### config.mk
export PLATFORM = sky130hd
export DESIGN_NAME = uart_tx
export DESIGN_NICKNAME = d
export VERILOG_FILES = /design/src/rtl/uart_tx.sv
export SDC_FILE = /design/constraint.sdc
export NUM_CORES = 1
export LEC_CHECK = 0
export BUFFER_PORTS_ARGS = -buffer_cell sky130_fd_sc_hd__buf_4
export CORE_MARGIN = 3
export CORE_UTILIZATION = 36
export DETAILED_ROUTE_END_ITERATION = 8
export RECOVER_POWER = 100
export SETUP_SLACK_MARGIN = 0.1
export SLEW_MARGIN = 0
export SYNTH_ARGS = -nofsm -noshare
export SYNTH_HDL_FRONTEND = slang
export SYNTH_SLANG_ARGS = --single-unit
export TNS_END_PERCENT = 20
### constraint.sdc
create_clock -name clk -period 2.3 [get_ports clk]
set_input_delay 0.115 -clock clk [delete_from_list [all_inputs] [get_ports clk]]
set_output_delay 0.115 -clock clk [all_outputs]
set_load 0.03 [all_outputs]
### src/rtl/uart_tx.sv
// UART transmitter: start bit, DATA_BITS data bits LSB first, optional odd parity, stop bit(s).
// Define UART_TX_TWO_STOP_EN to add a second stop bit (STOP2) before tx_done.
module uart_tx #(
    parameter int unsigned DATA_BITS  = 8,
    parameter int unsigned OVS_FACTOR = 16
) (
    input  logic                 clk,
    input  logic                 reset,
    input  logic                 tick_16x,
    input  logic                 parity_enable,
    input  logic [DATA_BITS-1:0] tx_data,
    input  logic                 tx_valid,
    output logic                 tx_ready,
    output logic                 tx_pin,
    output logic                 tx_busy,
    output logic                 tx_done
);

    localparam int unsigned CntW = $clog2(OVS_FACTOR);
    localparam int unsigned IdxW = (DATA_BITS > 1) ? $clog2(DATA_BITS) : 1;
    localparam logic [CntW-1:0] CntLast = CntW'(OVS_FACTOR - 1);
    localparam logic [IdxW-1:0] IdxLast = IdxW'(DATA_BITS - 1);

    typedef enum logic [2:0] {
        StIdle   = 3'd0,
        StStart  = 3'd1,
        StData   = 3'd2,
        StParity = 3'd3,
`ifdef UART_TX_TWO_STOP_EN
        StStop   = 3'd4,
        StStop2  = 3'd5
`else
        StStop   = 3'd4
`endif
    } state_e;

    state_e               state_q, state_d;
    logic [CntW-1:0]      os_count_q, os_count_d;
    logic [IdxW-1:0]      bit_index_q, bit_index_d;
    logic [DATA_BITS-1:0] shift_q, shift_d;
    logic                 par_en_q, par_en_d;
    logic                 par_bit_q, par_bit_d;
    logic                 tx_pin_q, tx_pin_d;
    logic                 tx_ready_q, tx_ready_d;
    logic                 tx_busy_q, tx_busy_d;
    logic                 tx_done_q, tx_done_d;
    logic                 period_end;

    assign period_end = tick_16x && (os_count_q == CntLast);

    always_comb begin
        state_d     = state_q;
        os_count_d  = os_count_q;
        bit_index_d = bit_index_q;
        shift_d     = shift_q;
        par_en_d    = par_en_q;
        par_bit_d   = par_bit_q;
        tx_ready_d  = tx_ready_q;
        tx_busy_d   = tx_busy_q;
        tx_done_d   = 1'b0;

        // Ticks only advance the bit counter while a frame is in progress.
        if (state_q != StIdle && tick_16x) begin
            os_count_d = period_end ? '0 : os_count_q + 1'b1;
        end

        case (state_q)
            StIdle: begin
                os_count_d = '0;
                if (tx_valid) begin
                    shift_d     = tx_data;
                    par_en_d    = parity_enable;
                    par_bit_d   = ~^tx_data;
                    bit_index_d = '0;
                    state_d     = StStart;
                    tx_ready_d  = 1'b0;
                    tx_busy_d   = 1'b1;
                end
            end
            StStart: begin
                if (period_end) begin
                    state_d     = StData;
                    bit_index_d = '0;
                end
            end
            StData: begin
                if (period_end) begin
                    if (bit_index_q == IdxLast) begin
                        state_d = par_en_q ? StParity : StStop;
                    end else begin
                        bit_index_d = bit_index_q + 1'b1;
                    end
                end
            end
            StParity: begin
                if (period_end) begin
                    state_d = StStop;
                end
            end
            StStop: begin
                if (period_end) begin
`ifdef UART_TX_TWO_STOP_EN
                    state_d = StStop2;
`else
                    state_d    = StIdle;
                    tx_done_d  = 1'b1;
                    tx_busy_d  = 1'b0;
                    tx_ready_d = 1'b1;
`endif
                end
            end
`ifdef UART_TX_TWO_STOP_EN
            StStop2: begin
                if (period_end) begin
                    state_d    = StIdle;
                    tx_done_d  = 1'b1;
                    tx_busy_d  = 1'b0;
                    tx_ready_d = 1'b1;
                end
            end
`endif
            default: begin
                state_d     = StIdle;
                os_count_d  = '0;
                bit_index_d = '0;
                tx_ready_d  = 1'b1;
                tx_busy_d   = 1'b0;
            end
        endcase

        // The line level is registered from the next state so it changes on the same edge.
        case (state_d)
            StStart:  tx_pin_d = 1'b0;
            StData:   tx_pin_d = shift_d[bit_index_d];
            StParity: tx_pin_d = par_bit_d;
            default:  tx_pin_d = 1'b1;
        endcase
    end

    always_ff @(posedge clk) begin
        if (reset) begin
            state_q     <= StIdle;
            os_count_q  <= '0;
            bit_index_q <= '0;
            shift_q     <= '0;
            par_en_q    <= 1'b0;
            par_bit_q   <= 1'b0;
            tx_pin_q    <= 1'b1;
            tx_ready_q  <= 1'b1;
            tx_busy_q   <= 1'b0;
            tx_done_q   <= 1'b0;
        end else begin
            state_q     <= state_d;
            os_count_q  <= os_count_d;
            bit_index_q <= bit_index_d;
            shift_q     <= shift_d;
            par_en_q    <= par_en_d;
            par_bit_q   <= par_bit_d;
            tx_pin_q    <= tx_pin_d;
            tx_ready_q  <= tx_ready_d;
            tx_busy_q   <= tx_busy_d;
            tx_done_q   <= tx_done_d;
        end
    end

    assign tx_pin   = tx_pin_q;
    assign tx_ready = tx_ready_q;
    assign tx_busy  = tx_busy_q;
    assign tx_done  = tx_done_q;

endmodule

; Word-level counts from Yosys, hierarchy flattened
; Cells that the tools add are included.
[word_totals]
register_bits = 24
in_bits = 13
output_inout_bits = 4
elab_cells = 67
[op_classes]
addsub = 2
n_lt_le_gt_ge = 1
n_eq_ne = 11
n_mux = 28
n_bitwise = 3
reduce_logical = 12
[op_table]
columns = op, n
row1 = 3-bit 2-to-1 mux, 11
row2 = 8-bit 2-to-1 mux, 2
row3 = 3-bit one-hot mux with 5 select lines, 1
row4 = 3-bit by 2-bit == test with 1-bit output (second input constant), 4
row5 = 3-bit one-hot mux with 4 select lines, 1
row6 = 1-bit one-hot mux with 3 select lines, 3
row7 = 1-bit 2-to-1 mux, 8
row8 = 8-bit XNOR reduction, 1
row9 = 3-bit by 1-bit == test with 1-bit output (second input constant), 2
row10 = 3-bit == test (second input constant), 2
row11 = 2-bit OR reduction, 3
row12 = 4-bit by 1-bit adder with 4-bit output (second input constant), 1
row13 = 4-bit == test (second input constant), 1
row14 = 3-bit by 4-bit less-than comparator with 1-bit output (second input constant), 1
row15 = 4-bit 2-to-1 mux, 1
row16 = 2-bit inequality test (second input constant), 2
row17 = 4-bit OR reduction, 1
row18 = 3-bit by 1-bit adder with 3-bit output (second input constant), 1
row19 = 1-bit binary-select mux with 3-bit select, 1
row20 = 3-bit zero test, 1
row21 = 1-bit inverter, 3
row22 = 3-bit AND reduction, 1
row23 = 3-bit nonzero test, 1
row24 = 3-bit OR reduction, 1
row25 = 2 further kinds, 3

; Logic depth before layout (Yosys ltp)
; Gate-level depths: netlist of the first run.
[logic_depth]
ltp_word = 7
ltp_mapped = 9
depth_no_buf = 8

; Least setup slack after synthesis of the first run
; Ideal clock, no wire load.
[synth_timing]
kind = reg2reg
from = register os_count_q[0]
to = register tx_pin_q, in the netlist tx_pin
setup_time_ns = 0.128
arrival_time_ns = 1.658
required_time_ns = 2.172
setup_slack_ns = 0.515
path_stages_with_launch = 9
n_path_buf = 0
synth_period_minus_slack_ns = 1.785
path_cell_list = dfxtp_1 ha_1 nand4_4 o311ai_4 a21boi_1 nor2_2 a311oi_1 o311ai_1 a21oi_1
[synth_via]
elab_chain_len = 7
elab_cells_between_ends = 16
cone_classes = eq/ne (4) / mux (11) / reduce/logical (1)
[synth_lines]
columns = item, line_no
row1 = start: declaration, 38  ; logic [CntW-1:0] os_count_q, os_count_d;
row2 = start signal: assignment, 154  ; os_count_q <= os_count_d;
row3 = 4-bit == test (*), 49  ; assign period_end = tick_16x && (os_count_q == CntLast);
row4 = 1-bit logical AND (*), 49
row5 = "3-bit 2-to-1 mux, on equally long branches", "87, 81"
row6 = 3-bit one-hot mux with 4 select lines, 67  ; case (state_q)
row7 = 1-bit binary-select mux with 3-bit select, 134  ; StData: tx_pin_d = shift_d[bit_index_d];
row8 = 1-bit 2-to-1 mux (implied by the code), 134
row9 = 1-bit one-hot mux with 3 select lines (*), 132  ; case (state_d)
row10 = end signal: assignment, 159  ; tx_pin_q <= tx_pin_d;
row11 = end: declaration, 43  ; logic tx_pin_q, tx_pin_d;
; Mark *: on every way between the ends. The rest lies on a longest branch, timed or not. The select of a mux whose other input is x is not followed.
; A chain may end at the register's enable or synchronous reset.

; Worst setup path in the final report of the first run
[layout_timing]
from = register os_count_q[1]
to = register tx_pin_q, in the netlist tx_pin
; Same word-level chain as after synthesis.

==> out/qor.yml, run 1 <==
antenna_found_initial: 0
outcome: "finished, final reports clean"
track_usage: 0.147
cp.arrival_ns: 2.33
cts.hold.buffers_added: 0
htreeDepth: 1
synth_xor_area_frac: 0.0672
fin_crit_ns: 2.07
ios: 17
grt_overflow_total: 0
post_drt_wl_per_cell_um: 12.8
cp_slowest_cell: "dfxtp_1"
tns_ns: 0
finalCritPeriodShare: 0.898
endpoint_kind: "flop"
criticalPathCategory: "flop to flop"
insertion_delay_ns: 0.32
yosys_register_bits: 24
clock_skew_ns: 0.000688
setup_viol: 0
max_stage_delay_ns: 0.40
syn_to_final_growth_pct: 12.4
ir_drop_v: 0.000290
mostFrequentLayoutCells: "32 x nand2_1, 23 x dfxtp_1, 18 x a21oi_1"
fp-row-count: 21
powerDensity_nw_per_um2: 555
synthMuxAreaShare: 0.00768
dp_hpwl_um: 2240
drt_iter0_markers: 52
crit_family: "compound AO/OA/AOI/OAI gates"
tightest_slew_ns: 0.388
leakage_nw: 0.563
crit_buf_inv: 1
grt_start_max_net_pins: 21
initial_utilization: 0.381
root_buffer: "clkbuf_4"
synth_cells: 160
die_width_um: 66.2
avgViaCountPerCell: 5.31
synthesis.area_um2: 1300
drtPass1Iterations: 4
clk_pin_slew_worst_paths_ns: 0.13
worst_hold_path_type: "input port to flop"
vias: 1169
grt_pass1_vias: 1123
cts.sinks: 24
synthAdderAreaFrac: 0.0192
crit_top_cell: "a21oi_1"
layout_commonest_cell: "nand2_1"
ys_seq_area_frac: 0.369
drc_errors: 0
cts_tree: "done"
syn_nets: 175
die_y_um: 66.2
drt-total-wl_um: 2820
grt_pass1_wl_um: 4940
drv_cap: 0
power_mw: 0.813
dieArea_um2: 4380
finalHoldViolCount: 0
cts_buffers: 3
place_congestion: 0.821
clock_path_buffers: 2
rsz0062_at_grt: "no"
max_freq_mhz: 484
avgSynthCellArea_um2: 8.14
ys_types: 42
critPathLaunchType: "flop"
diodes: 0
antenna_left: 0
max_slew_margin: 0.742
finalMaxSlewViolations: 0
synth_warnings: 0
layout-drive-gt1-share: 0.144
worstPathMaxFanout: 5
worstPathRequired_ns: 2.56
crit_chain: "ha_1, nand4_4, o211ai_1, buf_4, a21bo_1, a21oi_1, a311oi_1, o311ai_1, a21oi_1"
synth_top_family_by_area: "simple AND/OR/NAND/NOR gates"
synth-simple-area-share: 0.261
io_buffers: 16
core-area_um2: 3420
final_nets: 190
synth-compound-area-share: 0.226
per-stage QoR:
stage / setup slack (ns) / instances / cell area, um2 / hold slack, ns / util
6_report: 0.234 / 220 / 1460 / 0.0282 / 0.429
4_1_cts: 0.224 / 219 / 1470 / 0.0277 / 0.432
5_1_grt: 0.0542 / 220 / 1460 / 0.0158 / 0.429
2_1_floorplan: 0.515 / 160 / 1300 / 0.251 / -
3_3_place_gp: 0.383 / 215 / 1440 / 0.371 / 0.421
3_5_place_dp: 0.248 / 215 / 1440 / 0.373 / 0.421
synthesized netlist by cell type, drive strengths merged:
master / instances / area (um2)
nor2: 13 / 51.3
o22a: 1 / 8.76
or3b: 1 / 8.76
nand4: 3 / 33.8
clkbuf: 2 / 7.51
nand3b: 1 / 7.51
nand2: 32 / 120
and2: 1 / 6.26
o22ai: 2 / 12.5
a21o: 2 / 15.0
and2b: 1 / 7.51
nand3: 2 / 10.0
a32o: 1 / 10.0
and3: 1 / 6.26
a32oi: 1 / 8.76
o211ai: 2 / 15.0
a21oi: 18 / 90.1
o21ai: 6 / 30.0
a21boi: 1 / 7.51
dfxtp: 24 / 480
xnor2: 7 / 61.3
buf: 6 / 42.5
a311oi: 2 / 17.5
nand2b: 3 / 18.8
o311ai: 2 / 35.0
o2111ai: 2 / 17.5
mux2i: 1 / 10.0
inv: 4 / 15.0
nor3: 5 / 36.3
ha: 2 / 25.0
nor2b: 2 / 12.5
or2: 2 / 12.5
a21bo: 1 / 10.0
o21a: 1 / 7.51
xor2: 3 / 26.3
a31o: 1 / 8.76
and4: 1 / 8.76
power breakdown:
part	internal (mW)	switching [mW]
logic	0.0605	0.0781
registers	0.435	0.0139
clock network	0.0968	0.128
worst reg2reg max path: cells and delay by family (launching register included):
family                     cells  cell delay (ns)
AOI/OAI and AO/OA              6             1.05
DFF                            1             0.40
adders and majority gates      1             0.24
and+or+nand+nor                1             0.17
buffers and inverters          1             0.16
timing repair:
action / in CTS / in global routing
hold endpoints to repair: 0 / 0
resized for setup: 0 / 2
buffers inserted: 0 / 1
endpoints found under the setup margin: 0 / 1
routing by layer:
metal	vias to the layer above	share of wire	GRT usage
met5	-	0	0
met4	0	0.017	0.0685
met3	4	0.048	0.0255
met2	33	0.50	0.243
met1	546	0.43	0.183
li1	586	-	-
worst paths after layout:
kind / from / endpoint / slack (ns) / cells past startpoint
max: os_count_q[1] / tx_pin / 0.23 / 9
min reg2reg: shift_q[7] / shift_q[7] / 0.46 / 2
min: parity_enable / par_en_q / 0.03 / 3
max reg2reg: os_count_q[1] / tx_pin / 0.23 / 9
cell type report:
class,instances,area [um2]
Multi-Input combinational cell,124,757
Sequential cell,24,482
Clock buffer,4,36.3
Fill cell,363,1950
Tap cell,46,57.6
Timing Repair Buffer,18,116
Inverter,4,15.0
registers in the layout (all words and copies together), names as in the netlist:
name and count:
bit_index_q 3, os_count_q 4, par_bit_q 1, par_en_q 1
shift_q 8, state_q 3, tx_busy 1, tx_done 1
tx_pin 1, tx_ready 1
cell families (layout without fill, tap and decap cells):
kind of cell,after synthesis,count (layout)
AND/OR/NAND/NOR,68,68
AO/OA/AOI/OAI,43,43
flip-flops,24,24
multiplexers,1,1
XOR/XNOR,10,10
buffers and inverters,12,26
adder cells (fa/ha/maj),2,2
No activity file was read; power rests on OpenSTA's default activity.
==> run 2: changes to the inputs <==
--- a/config.mk
+++ b/config.mk
@@ -7,9 +7,9 @@
 export LEC_CHECK = 0
 export BUFFER_PORTS_ARGS = -buffer_cell sky130_fd_sc_hd__buf_4
 export CORE_MARGIN = 3
-export CORE_UTILIZATION = 36
+export CORE_UTILIZATION = 50
 export DETAILED_ROUTE_END_ITERATION = 8
-export RECOVER_POWER = 100
+export PLACE_DENSITY = 0.73
 export SETUP_SLACK_MARGIN = 0.1
 export SLEW_MARGIN = 0
 export SYNTH_ARGS = -nofsm -noshare
==> constraint.sdc (replaced) <==
create_clock -name clk -period 1.8 [get_ports clk]
set_input_delay 0.09 -clock clk [delete_from_list [all_inputs] [get_ports clk]]
set_output_delay 0.09 -clock clk [all_outputs]
set_load 0.03 [all_outputs]
==> run 2 against run 1 <==
Compared with the run above:
- the flow now finishes with violations (negative setup slack)
- sequential power increased by 27%
- via count rose by 7.8%
- fmax grew 11%
- register-to-register slack worse by 0.30 ns
- critical path depth down 1
- clock skew is 0.0024 ns higher
- first-iteration DRC count down 37%
- worst setup slack worse by 0.30 ns
- clock power is 26% higher
- cell count down 0.91%
- total power is 30% higher
- sequential cell count stayed put
- critical endpoint unchanged
==> out/qor.yml, run 2 (synthesis results as in run 1) <==
outcome: "finished with violations"  # was finished, final reports clean
violations: "negative setup slack"
clock_path_buffers: 2  # unchanged
tns_ns: -0.0634  # was 0 ns
largest_reg_flops: 8  # unchanged
avgViaCountPerCell: 5.78  # was 5.31
fp-row-count: 17  # was 21
finalHoldViolCount: 0  # unchanged
die_y_um: 57.0  # was 66.2 um
vias: 1260  # was 1,169
core-area_um2: 2340  # was 3420 um2
cts_tree: "done"  # unchanged
ir_drop_v: 0.000545  # was 0.000290 V
die_width_um: 57.0  # was 66.2 um
tightest_slew_ns: 0.329  # was 0.388 ns
clock_skew_ns: 0.00304  # was 0.000688 ns
stdcell_count: 218  # was 220
nFillCells: 188  # was 363
rsz0062_at_grt: "yes"  # was no
insertion_delay_ns: 0.31  # was 0.32 ns
antenna_found_initial: 0  # unchanged
track_usage: 0.203  # was 0.147
setup_viol: 1  # was 0
worstPathMaxFanout: 5  # unchanged
clk_pin_slew_worst_paths_ns: 0.13  # about the same
drt_iter0_markers: 33  # was 52
cts.sinks: 24  # unchanged
cts.hold.buffers_added: 0  # unchanged
reg_top3: "shift_q x8, os_count_q x4"  # unchanged
grt_overflow_total: 0  # unchanged
combPwrFrac: 0.189  # was 0.171
final_area_um2: 1620  # was 1460 um2
htreeDepth: 1  # unchanged
intPower_mw: 0.772  # was 0.593 mW
antenna_left: 0  # unchanged
final_core_util: 0.694  # was 0.429
switching_share: 0.268  # was 0.271
final_nets: 206  # was 190
clkPwrFrac: 0.270  # was 0.277
endpoint_kind: "flop"  # unchanged
mostFrequentLayoutCells: "32 x nand2_1, 32 x buf_4, 21 x dfxtp_1"  # was 32 x nand2_1, 23 x dfxtp_1, 18 x a21oi_1
p_sw_mw: 0.282  # was 0.220 mW
place_congestion: 0.979  # was 0.821
dp_hpwl_um: 2340  # was 2240 um
drv_cap: 0  # unchanged
layout-drive-gt1-share: 0.284  # was 0.144
drc_errors: 0  # unchanged
post-route-worst-setup-slack_ns: -0.0634  # was 0.234 ns
worstPathRequired_ns: 2.06  # was 2.56 ns
io_buffers: 16  # unchanged
critPathLaunchType: "flop"  # unchanged
syn_to_final_growth_pct: 24.7  # was 12.4%
placed_cell_area_um2: 1550  # was 1440 um2
worst_hold_path_type: "input port to flop"  # unchanged
finalCritPeriodShare: 1.04  # was 0.898
root_buffer: "clkbuf_4"  # unchanged
top_register: "shift_q"  # unchanged
finalMaxSlewViolations: 0  # unchanged
criticalPathCategory: "flop to flop"  # unchanged
leakage_nw: 0.654  # was 0.563 nW
powerDensity_nw_per_um2: 650  # was 555 nW/um2
max_freq_mhz: 537  # was 484 MHz
grt_pass1_wl_um: 5420  # was 4940 um
grt_pass1_vias: 1289  # was 1,123
cts_buffers: 3  # unchanged
post_drt_wl_per_cell_um: 13.9  # was 12.8 um
drt-total-wl_um: 3020  # was 2820 um
fin_crit_ns: 1.86  # was 2.07 ns
ios: 17  # unchanged
cp.arrival_ns: 2.12  # was 2.33 ns
post-place-ws_ns: -0.103  # was 0.248 ns
placed_cells: 213  # was 215
grt_start_max_net_pins: 21  # unchanged
power_mw: 1.05  # was 0.813 mW
whs_ns: 0.0161  # was 0.0282 ns
drtPass1Iterations: 4  # unchanged
max_slew_margin: 0.779  # was 0.742
dieArea_um2: 3250  # was 4380 um2
initial_utilization: 0.557  # was 0.381
seq_power_share: 0.541  # was 0.553
diodes: 0  # unchanged
-- run 2: cell type report --
class	instances	area, um2	share of cell area
Tap cell	28	35.0	0.0216
Sequential cell	24	484	0.298
Timing Repair Buffer	34	263	0.162
Clock buffer	4	36.3	0.0223
Multi-Input combinational cell	124	791	0.487
Inverter	4	15.0	0.00924
-- run 2: worst paths after layout --
path              depth (start not counted)          to     startpoint  slack, ns
setup / recovery                          8      tx_pin  os_count_q[0]      -0.06
hold / removal                            3    par_en_q  parity_enable       0.02
setup reg to reg                          8      tx_pin  os_count_q[0]      -0.06
hold reg to reg                           2  shift_q[6]     shift_q[6]       0.48
-- run 2: layer usage --
metal  routed length (um)  global-route usage  vias up
li1                     -                   -      618
met1                 1310               0.245      585
met2                 1480               0.356       48
met3                  169              0.0362        9
met4                   57              0.0795        0
met5                    0                   0        -
-- run 2: power groups by stage --
stage,sequential (mW),combinational (mW),clock [mW]
floorplan,0.589,0.118,0
global placement,0.583,0.193,0
CTS,0.571,0.200,0.286
global route,0.575,0.221,0.314
detailed placement,0.583,0.198,0
finish,0.571,0.199,0.284
-- run 2: repair_timing --
item | CTS | global route
setup buffers | 1 | 0
gates cloned | 0 | 0
gates resized for setup | 3 | 6
endpoints found under the setup margin | 1 | 3
pin swaps | 11 | 3
-- run 2: worst max-delay path, stage by stage, from the launching register on --
cell,delay [ns]
dfxtp_2,0.37
ha_4,0.15
nand4_4,0.13
o211ai_1,0.34
a21bo_1,0.22
a21oi_1,0.09
a311oi_1,0.26
o311ai_1,0.12
a21oi_1,0.13
==> run 3: changes to the inputs <==
--- a/config.mk
+++ b/config.mk
@@ -6,10 +6,12 @@
 export NUM_CORES = 1
 export LEC_CHECK = 0
 export BUFFER_PORTS_ARGS = -buffer_cell sky130_fd_sc_hd__buf_4
+export CELL_PAD_IN_SITES_DETAIL_PLACEMENT = 0
+export CELL_PAD_IN_SITES_GLOBAL_PLACEMENT = 1
 export CORE_MARGIN = 3
-export CORE_UTILIZATION = 50
+export CORE_UTILIZATION = 38
 export DETAILED_ROUTE_END_ITERATION = 8
-export PLACE_DENSITY = 0.73
+export PLACE_DENSITY_LB_ADDON = 0.1
 export SETUP_SLACK_MARGIN = 0.1
 export SLEW_MARGIN = 0
 export SYNTH_ARGS = -nofsm -noshare
==> run 3 against run 2 <==
Compared with the run above:
- the run still ends with negative setup slack left
- via count decreased by 2.5%
- routed wire length grew 8.7%
- sequential power barely moved
- critical path depth stayed put
- critical path type unchanged
- largest cell class unchanged
- largest power group unchanged
==> out/qor.yml, run 3 (synthesis results as in run 1) <==
max_slew_margin: 0.734  # was 0.779
fin_crit_ns: 1.93  # was 1.86 ns
grt_pass1_wl_um: 5750  # was 5420 um
nFillCells: 311  # was 188
final_area_um2: 1660  # was 1620 um2
reg_top3: "shift_q x8, os_count_q x4"  # unchanged
violations: "negative setup slack"  # unchanged
max_freq_mhz: 518  # was 537 MHz
grt_pass1_vias: 1251  # was 1,289
core-area_um2: 3150  # was 2340 um2
crit_buf_inv: 0  # unchanged
placed_cells: 231  # was 213
clock_skew_ns: 0.00436  # was 0.00304 ns
drc_errors: 0  # unchanged
stdcell_count: 236  # was 218
cts.sinks: 24  # unchanged
r2r_slack_ns: -0.13  # was -0.06 ns
post_drt_wl_per_cell_um: 13.9  # about the same
rsz0062_at_grt: "yes"  # unchanged
final_core_util: 0.526  # was 0.694
grt_start_max_net_pins: 21  # unchanged
die_y_um: 64.5  # was 57.0 um
drt-total-wl_um: 3290  # was 3020 um
cts_tree: "done"  # unchanged
diodes: 0  # unchanged
finalCritPeriodShare: 1.07  # was 1.04
die_width_um: 64.5  # was 57.0 um
endpoint_kind: "flop"  # unchanged
syn_to_final_growth_pct: 27.3  # was 24.7%
setup_viol: 1  # unchanged
clock_path_buffers: 2  # unchanged
worstPathMaxFanout: 5  # unchanged
io_buffers: 16  # unchanged
dieArea_um2: 4170  # was 3250 um2
final_nets: 209  # was 206
layout_commonest_cell: "buf_4"
grt_overflow_total: 0  # unchanged
max_stage_delay_ns: 0.37  # about the same
cts_buffers: 3  # unchanged
finalHoldViolCount: 0  # unchanged
drtPass1Iterations: 4  # unchanged
cp.arrival_ns: 2.19  # was 2.12 ns
worst_hold_path_type: "input port to flop"  # unchanged
place_congestion: 0.879  # was 0.979
drt_iter0_markers: 80  # was 33
worstPathRequired_ns: 2.06  # about the same
top_register: "shift_q"  # unchanged
post-route-worst-setup-slack_ns: -0.131  # was -0.0634 ns
leakage_nw: 0.661  # was 0.654 nW
root_buffer: "clkbuf_4"  # unchanged
crit_family: "compound AO/OA/AOI/OAI gates"  # unchanged
post-place-ws_ns: -0.119  # was -0.103 ns
finalMaxSlewViolations: 0  # unchanged
largest_reg_flops: 8  # unchanged
antenna_found_initial: 0  # unchanged
avgViaCountPerCell: 5.21  # was 5.78
htreeDepth: 1  # unchanged
drv_cap: 0  # unchanged
track_usage: 0.174  # was 0.203
powerDensity_nw_per_um2: 614  # was 650 nW/um2
cts.hold.buffers_added: 0  # unchanged
clk_pin_slew_worst_paths_ns: 0.13  # about the same
vias: 1229  # was 1,260
critPathLaunchType: "flop"  # unchanged
antenna_left: 0  # unchanged
layout-drive-gt1-share: 0.302  # was 0.284
crit_chain: "ha_4, nand4_4, o211ai_1, a21bo_2, nand2_1, o2111ai_1, o311ai_2, a21oi_1"  # was ha_4, nand4_4, o211ai_1, a21bo_1, a21oi_1, a311oi_1, o311ai_1, a21oi_1
criticalPathCategory: "flop to flop"  # unchanged
ir_drop_v: 0.000299  # was 0.000545 V
ios: 17  # unchanged
initial_utilization: 0.413  # was 0.557
dp_hpwl_um: 2590  # was 2340 um
tightest_slew_ns: 0.399  # was 0.329 ns
insertion_delay_ns: 0.31  # about the same
cp_slowest_cell: "dfxtp_2"  # unchanged
mostFrequentLayoutCells: "37 x buf_4, 32 x nand2_1, 22 x dfxtp_1"  # was 32 x nand2_1, 32 x buf_4, 21 x dfxtp_1
fp-row-count: 20  # was 17
placed_cell_area_um2: 1590  # was 1550 um2
outcome: "finished with violations"  # unchanged
## run 3: area by class of cell
class / instances / area (um2) / area share
clock buffers: 3 / 22.5 / 0.0136
multi-input cells: 124 / 805 / 0.485
well taps: 44 / 55.1 / 0.0332
inverters: 4 / 15.0 / 0.00906
flip-flops and latches: 24 / 483 / 0.291
repair buffers: 37 / 278 / 0.168
## run 3: power by group
group / total [mW] / internal, mW / switching [mW]
logic: 0.210 / 0.0989 / 0.111
clock network: 0.236 / 0.0782 / 0.158
registers: 0.571 / 0.556 / 0.0150
total: 1.02 / 0.733 / 0.284
## run 3: routing by layer
metal	GRT usage	wire, um
met1	0.230	1510
met2	0.284	1590
met3	0.0295	137
met4	0.0633	54
met5	0	0
## run 3: path summary, 6_finish.rpt
path                 startpoint    endpoint  depth (start not counted)
setup / recovery  os_count_q[0]      tx_pin                          8
hold / removal    parity_enable    par_en_q                          3
setup reg to reg  os_count_q[0]      tx_pin                          8
hold reg to reg      shift_q[3]  shift_q[3]                          2
## run 3: worst min-delay path: stages
cell	delay, ns
buf_4	0.11
nand2_1	0.05
a21oi_1	0.05
## run 3: stage by stage
stage	hold slack [ns]	setup TNS, ns	total power, mW
finish	0.0270	-0.131	1.02
CTS	0.0176	-0.103	1.02
detailed placement	0.361	-0.119	0.789
global placement	0.337	-0.0373	0.785
global route	0.0128	-0.268	1.08
floorplan	0.226	0	0.707
## run 3: repair_timing
action                                  CTS  global route
resized for setup                         5             4
endpoints found under the setup margin    1             3
pin swaps                                 8             8
setup buffers                             1             1
endpoints found under the hold margin     0             0
